--- src/rtl/pwm_duty_decoder.sv ---
// Receive-side PWM duty decoder: synchronises the Pulse line, aligns to the frame-start
// rising edge and publishes the count of high cycles per 2^W-cycle frame with lock status.
module pwm_duty_decoder #(
  parameter int W           = 6,
  parameter int SYNC_STAGES = 2,
  parameter int LOCK_FRAMES = 2
) (
  input  logic         sysclk,
  input  logic         rst_n,
  input  logic         Pulse_In,
  output logic [W-1:0] Duty,
  output logic         Duty_Valid,
  output logic         Locked,
  output logic         Stuck,
  output logic         Lock_Err
);

  localparam logic [W-1:0] PHASE_MAX = '1;
  localparam logic [W:0]   FULL      = {1'b1, {W{1'b0}}};
  localparam logic [2:0]   LOCK_N    = 3'(LOCK_FRAMES);

  typedef enum logic {
    ST_ACQUIRE,
    ST_LOCKED
  } state_e;

  state_e                 state_q, state_d;
  logic [SYNC_STAGES-1:0] sync_q, sync_d;
  logic                   s_dly_q, s_dly_d;
  logic [W-1:0]           phase_q, phase_d;
  logic [W:0]             high_cnt_q, high_cnt_d;
  logic [2:0]             clean_cnt_q, clean_cnt_d;
  logic [W-1:0]           duty_q, duty_d;
  logic                   duty_valid_q, duty_valid_d;
  logic                   locked_q, locked_d;
  logic                   stuck_q, stuck_d;
  logic                   lock_err_q, lock_err_d;

  logic       s;
  logic       rise;
  logic [W:0] total;

  always_comb begin
    s     = sync_q[SYNC_STAGES-1];
    rise  = s & ~s_dly_q;
    total = high_cnt_q + {{W{1'b0}}, s};

    // NOTE: every _d is given a default before any branch so no latch can be inferred.
    state_d      = state_q;
    sync_d       = {sync_q[SYNC_STAGES-2:0], Pulse_In};
    s_dly_d      = s;
    phase_d      = phase_q + W'(1);
    high_cnt_d   = high_cnt_q;
    clean_cnt_d  = clean_cnt_q;
    duty_d       = duty_q;
    duty_valid_d = 1'b0;
    locked_d     = locked_q;
    stuck_d      = stuck_q;
    lock_err_d   = 1'b0;

    case (state_q)
      ST_ACQUIRE: begin
        if (rise) begin
          // The rising sample itself is phase 0 of the first aligned frame.
          state_d    = ST_LOCKED;
          phase_d    = W'(1);
          high_cnt_d = (W+1)'(1);
        end else if (phase_q == PHASE_MAX) begin
          duty_d       = s ? PHASE_MAX : '0;
          stuck_d      = s;
          duty_valid_d = 1'b1;
        end
      end

      ST_LOCKED: begin
        high_cnt_d = total;
        if (rise && (phase_q != '0)) begin
          lock_err_d  = 1'b1;
          locked_d    = 1'b0;
          clean_cnt_d = '0;
          phase_d     = W'(1);
          high_cnt_d  = (W+1)'(1);
        end else if (phase_q == PHASE_MAX) begin
          duty_d       = (total == FULL) ? PHASE_MAX : total[W-1:0];
          stuck_d      = (total == FULL);
          duty_valid_d = 1'b1;
          high_cnt_d   = '0;
          // A saturated frame carries no edge, so it cannot confirm alignment.
          if (total == FULL) begin
            clean_cnt_d = '0;
          end else if (clean_cnt_q < LOCK_N) begin
            clean_cnt_d = clean_cnt_q + 3'd1;
          end
          if (clean_cnt_d >= LOCK_N) begin
            locked_d = 1'b1;
          end
        end
      end

      default: state_d = ST_ACQUIRE;
    endcase
  end

  // NOTE: sequential state uses non-blocking assignments so all flops update together.
  always_ff @(posedge sysclk or negedge rst_n) begin
    if (!rst_n) begin
      state_q      <= ST_ACQUIRE;
      sync_q       <= '0;
      s_dly_q      <= 1'b0;
      phase_q      <= '0;
      high_cnt_q   <= '0;
      clean_cnt_q  <= '0;
      duty_q       <= '0;
      duty_valid_q <= 1'b0;
      locked_q     <= 1'b0;
      stuck_q      <= 1'b0;
      lock_err_q   <= 1'b0;
    end else begin
      state_q      <= state_d;
      sync_q       <= sync_d;
      s_dly_q      <= s_dly_d;
      phase_q      <= phase_d;
      high_cnt_q   <= high_cnt_d;
      clean_cnt_q  <= clean_cnt_d;
      duty_q       <= duty_d;
      duty_valid_q <= duty_valid_d;
      locked_q     <= locked_d;
      stuck_q      <= stuck_d;
      lock_err_q   <= lock_err_d;
    end
  end

  assign Duty       = duty_q;
  assign Duty_Valid = duty_valid_q;
  assign Locked     = locked_q;
  assign Stuck      = stuck_q;
  assign Lock_Err   = lock_err_q;

endmodule
--- config.mk ---
export PLATFORM = sky130hd
export DESIGN_NAME = pwm_duty_decoder
export DESIGN_NICKNAME = d
export VERILOG_FILES = /design/src/rtl/pwm_duty_decoder.sv
export SDC_FILE = /design/constraint.sdc
export NUM_CORES = 1
export LEC_CHECK = 0
export ABC_AREA = 0
export CORE_ASPECT_RATIO = 0.9
export CORE_MARGIN = 10
export CORE_UTILIZATION = 24
export DETAILED_ROUTE_END_ITERATION = 7
export HOLD_SLACK_MARGIN = 0.05
export PLACE_DENSITY = 0.51
export SYNTH_ARGS = -nofsm -noshare
export SYNTH_HDL_FRONTEND = slang
export SYNTH_SLANG_ARGS = --single-unit
--- constraint.sdc ---
create_clock -name sysclk -period 2.25 [get_ports sysclk]
set_input_delay 0.225 -clock sysclk [delete_from_list [all_inputs] [get_ports sysclk]]
set_output_delay 0.225 -clock sysclk [all_outputs]
set_load 0.01 [all_outputs]
### Yosys cells after proc, flatten, opt, wreduce, memory -nomap -nowiden

Index checks and enable logic that the tools add are counted.

* bitwise gates (word level): 3
* divide/modulo/power cells: 0
* $add $sub $neg: 3
* shifts and indexed selects: 0
* eq/ne operators: 7
* $lt $le $gt $ge: 2
* reductions and logical operators: 7
* multiplexer cells: 37
* multipliers: 0

Operator list (number)
* $mux W6: 8
* $pmux W6 S2: 2
* $mux W3: 7
* $mux W7: 3
* $mux W1: 14
* $pmux W7 S2: 1
* $ne A2 B2 Y1 const B: 4
* $add A7 B1 Y7: 1
* $eq A7 B7 Y1 const B: 1
* $add A6 B1 Y6 const B: 1
* $eq A6 B6 Y1 const B: 1
* $reduce_bool A6 Y1: 1
* $pmux W1 S2: 2
* $reduce_and A4 Y1: 1
* $reduce_bool A2 Y1: 2
* $add A3 B1 Y3 const B: 1
* $ge A3 B2 Y1 const B: 1
* $lt A3 B2 Y1 const B: 1
* $reduce_and A3 Y1: 1
* $ne A2 B1 Y1 const B: 1
* $not A1 Y1: 2
* $reduce_and A2 Y1: 1
* $and A1 B1 Y1: 1
* $logic_and A1 B1 Y1: 1

* word-level logic and storage cells: 70
* bits in latches: 0
* memories: 0
* ROM bits: 0
* RAM bits: 0
* register bits after elaboration: 30

### Longest topological paths before layout

* depth after elaboration: 10
* gate-level depth with buffers: 10
* mapped depth without buffers: 8

### Worst setup path before layout

Ideal clock, no wire load.

* kind: reg-to-reg
* start point: register sync_q[1]
* end point: register clean_cnt_q[0]
* required time: 2.140 ns
* buffers on the path: 3
* stages on the path, launching flop included: 11
* setup slack: 0.185 ns
* arrival: 1.955 ns
* cells stage by stage: dfrtp_1 -> ha_1 -> ha_1 -> buf_6 -> and3_1 -> buf_2 -> nand4_1 -> a22o_1 -> buf_6 -> nand3_1 -> o41ai_1

* cells in the longest elaborated chain, start to end: 8

Ends and longest elaborated chain
* start, declared: RTL line 28 `logic [SYNC_STAGES-1:0] sync_q, sync_d;`
* start signal, assigned: RTL line 120 `sync_q <= sync_d;`
* $add A7 B1 Y7: RTL line 46 `total = high_cnt_q + {{W{1'b0}}, s};`
* $eq A7 B7 Y1: RTL line 89 `if (total == FULL) begin`
* $mux W3: RTL line 89
* $mux W3: RTL line 83 `end else if (phase_q == PHASE_MAX) begin`
* $mux W3: RTL line 77 `if (rise && (phase_q != '0)) begin`
* $mux W3: RTL line 61 `case (state_q)`
* $mux W3: RTL line 83
* $mux W3: RTL line 77
* end signal, assigned: RTL line 124 `clean_cnt_q <= clean_cnt_d;`
* end, declared: RTL line 32 `logic [2:0] clean_cnt_q, clean_cnt_d;`

Several ways; a longest one is shown, not always the timed one. The select of a mux whose other input is x is not followed.
A chain may end at the register's enable or synchronous reset.

### Worst setup path in the final report

* start point: register high_cnt_q[0]
* end point: register duty_q[2], in the netlist Duty[2]

* cells in the longest elaborated chain, start to end: 6

Ends and longest elaborated chain
* start, declared: RTL line 31 `logic [W:0] high_cnt_q, high_cnt_d;`
* start signal, assigned: RTL line 123 `high_cnt_q <= high_cnt_d;`
* $add A7 B1 Y7 (*): RTL line 46
* $eq A7 B7 Y1: RTL line 84 `duty_d = (total == FULL) ? PHASE_MAX : total[W-1:0];`
* $mux W6 (*): RTL line 84
* $mux W6 (*): RTL line 83
* $mux W6 (*): RTL line 77
* $pmux W6 S2 (*): RTL line 61
* end signal, assigned: RTL line 125 `duty_q <= duty_d;`
* end, declared: RTL line 33 `logic [W-1:0] duty_q, duty_d;`

Mark *: on every way between the ends. The rest lies on a longest branch, timed or not. The select of a mux whose other input is x is not followed.

==> impl_metrics.tcl <==
set metrics [dict create \
    dp_cells 250 \
    rr_startpoint "high_cnt_q[0]" \
    hpwl_mm 2.24 \
    synth_top_area_frac 0.489 \
    routedWlPerCell_um 12.1 \
    crit_fanout 10 \
    grt_use_total 0.0660 \
    period_share 0.901 \
    synth_edf_count 0 \
    seq_area_frac_synth 0.489 \
    ant_nets 0 \
    postSynthAreaPerCell_sq_um 9.96 \
    fp.dieArea_sq_um 9990 \
    multi_input_area_sq_um 706 \
    path_cells "ha_1, ha_2, nand2_1, a21oi_1, o21ai_0, a22o_2, buf_4, a31oi_1, a21o_1" \
    area_growth_pct 20.5 \
    cts_max_level 2 \
    layout-drive-gt1-share 0.116 \
    drt-total-wl_mm 3.12 \
    vias 1155 \
    reg2reg_slack_ns 0.22 \
    insertion_delay_ns 0.28 \
    synth_top_flop_cell "dfrtp_1" \
    yosysMostFrequentCell "dfrtp_1" \
    reg2reg_depth 9 \
    core.rowCount 27 \
    syn-num-nets 162 \
    crit_slowest_cell "dfrtp_1" \
    fill_cells 654 \
    via_per_inst 4.46 \
    coreArea_sq_um 6150 \
    timing.rr.end "Duty[2]" \
    port_buffers 12 \
    die_y_um 95.8 \
    die_w_um 104 \
    setup_viol 0 \
    grt_max_degree 31 \
    grt_pass1_vias 1189 \
    cts_inserted_buffers 5 \
    worst_pin_slew_ns 0.548 \
    drtIter0Drc 50 \
    synth_largest_area_cell "dfrtp_1" \
    ys_ff_latch 30 \
    synth_common_cells "30 x dfrtp_1, 17 x nor2_1, 11 x o21ai_0" \
    gp_congestion 0.805 \
    drv_cap 0 \
    ir_drop_mv 0.181 \
    ys_types 33 \
    fin_nets 179 \
    root_buffer "clkbuf_8" \
    drc 0 \
    status "finished clean" \
    clock-sinks 30 \
    grt_pass1_wl_mm 5.50 \
    antenna_cells 0 \
    hold_viol_final 0 \
    period_minus_slack_ns 2.03 \
    cp-start-kind "flop" \
    syn-instance-count 154 \
    gr-total-overflow 0 \
    cellLeakagePower_nw 0.834 \
    final_util 0.301 \
    slew_viol_final 0 \
    slew_headroom 0.635 \
    ys_async_sr_fraction 1.00 \
    drtPass1Iterations 4 \
    power-per-cell-area_nw_per_um2 809 \
    rsz0062_at_grt "no" \
    max_freq_mhz 493 \
    ff_latch_area_sq_um 751 \
    worstPathRequired_ns 2.47 \
    cp_data_arrival_time_ns 2.24 \
    start_util 0.249 \
    cts_tree "built" \
    endpoint_kind "flop" \
    skew_ns 0.00678 \
    critPathMaxStageDelay_ns 0.35 \
    stdcell_count 259 \
    antenna_found_initial 0 \
    min_path_type "input pin to async pin" \
    path_clk_slew_ns 0.07 \
    synthTopCellsByArea "dfrtp_1 49%, nor2_1 4.2%, ha_1 4.1%" \
    worst_hold_slack_ns 0.331 \
    yosys_warnings 0 \
    critical_path_class "flop to flop" \
    tns_ns 0 \
    clockBufferDepth 2 \
    num_io_pins 13 \
    total_power_mw 1.50 \
    synth_area_sq_um 1530 \
]
## where the power goes
part           leakage [nW]  internal (mW)  total, mW  switching (mW)
logic                 0.392          0.151      0.330           0.179
registers             0.394          0.615      0.714          0.0992
clock network        0.0482          0.246      0.451           0.205
total                 0.834           1.01       1.50           0.483
## stage by stage
step           setup slack [ns]  cell area (sq um)
2_1_floorplan             0.185               1530
3_3_place_gp              0.157               1750
3_5_place_dp             0.0152               1750
4_1_cts                  0.0308               1840
5_1_grt                  0.0208               1850
6_report                  0.224               1850
## layout by cell type (no fill, tap or decap), types with 7 or more instances in the layout
cell,count
dfrtp_1,30
nor2_1,17
clkdlybuf4s50_1,12
o21ai_0,11
a21o_1,8
inv_1,7
nand3_1,7
nand2_1,7
a31oi_1,7
## flip-flops by register name (all words and copies together) (netlist names)
signal / count
Lock_Err: 1
Duty: 6
Stuck: 1
phase_q: 6
s_dly_q: 1
Duty_Valid: 1
clean_cnt_q: 3
high_cnt_q: 7
sync_q: 2
Locked: 1
state_q: 1
## logic make-up (layout without fill, tap and decap cells)
group / Yosys count / after routing / share of synthesized area
and+or+nand+nor: 54 / 54 / 0.185
muxes: 1 / 1 / 0.00734
DFF: 30 / 30 / 0.489
adders and majority gates: 5 / 5 / 0.0408
buffers and inverters: 15 / 33 / 0.0530
xor gates and xnor gates: 9 / 9 / 0.0514
AOI/OAI and AO/OA: 40 / 40 / 0.173
## worst max-delay path, delay by kind of cell, from the launching register on
kind	cells	cell delay (ns)
AOI/OAI and AO/OA	5	0.84
adders and majority gates	2	0.53
DFF	1	0.35
buffers and inverters	1	0.16
and+or+nand+nor	1	0.07
## worst max path at each step
stage | end | cells after the start | start | slack (ns)
after global placement | clean_cnt_q[0] | 8 | sync_q[1] | 0.16
after global routing | Duty[3] | 9 | high_cnt_q[0] | 0.02
final | Duty[2] | 9 | high_cnt_q[0] | 0.22
after detailed placement | clean_cnt_q[0] | 8 | sync_q[1] | 0.02
after CTS | clean_cnt_q[0] | 8 | sync_q[1] | 0.03
after floorplan | clean_cnt_q[0] | 10 | sync_q[1] | 0.18
## layout make-up
cell class                      instances  share of cell area
Sequential cell                        30               0.406
Multi-Input combinational cell        109               0.382
Timing Repair Buffer                   18              0.0894
Tap cell                               87              0.0589
Clock buffer                            7              0.0467
Inverter                                7              0.0142
Clock inverter                          1             0.00271
## routing by layer
metal  track usage  vias up  share of wire
met4        0.0266        0          0.018
met5             0        -              0
met3        0.0261        6          0.056
met2         0.108       23           0.42
li1              -      578              -
met1        0.0770      548           0.50
## what timing repair did
item,4_1_cts,5_1_grt
hold buffers,0,0
endpoints found under the hold margin,0,0
gates resized for setup,0,2
buffers inserted,0,1
endpoints found under the setup margin,0,10
Note: power is estimated with default switching activity, not from simulation.
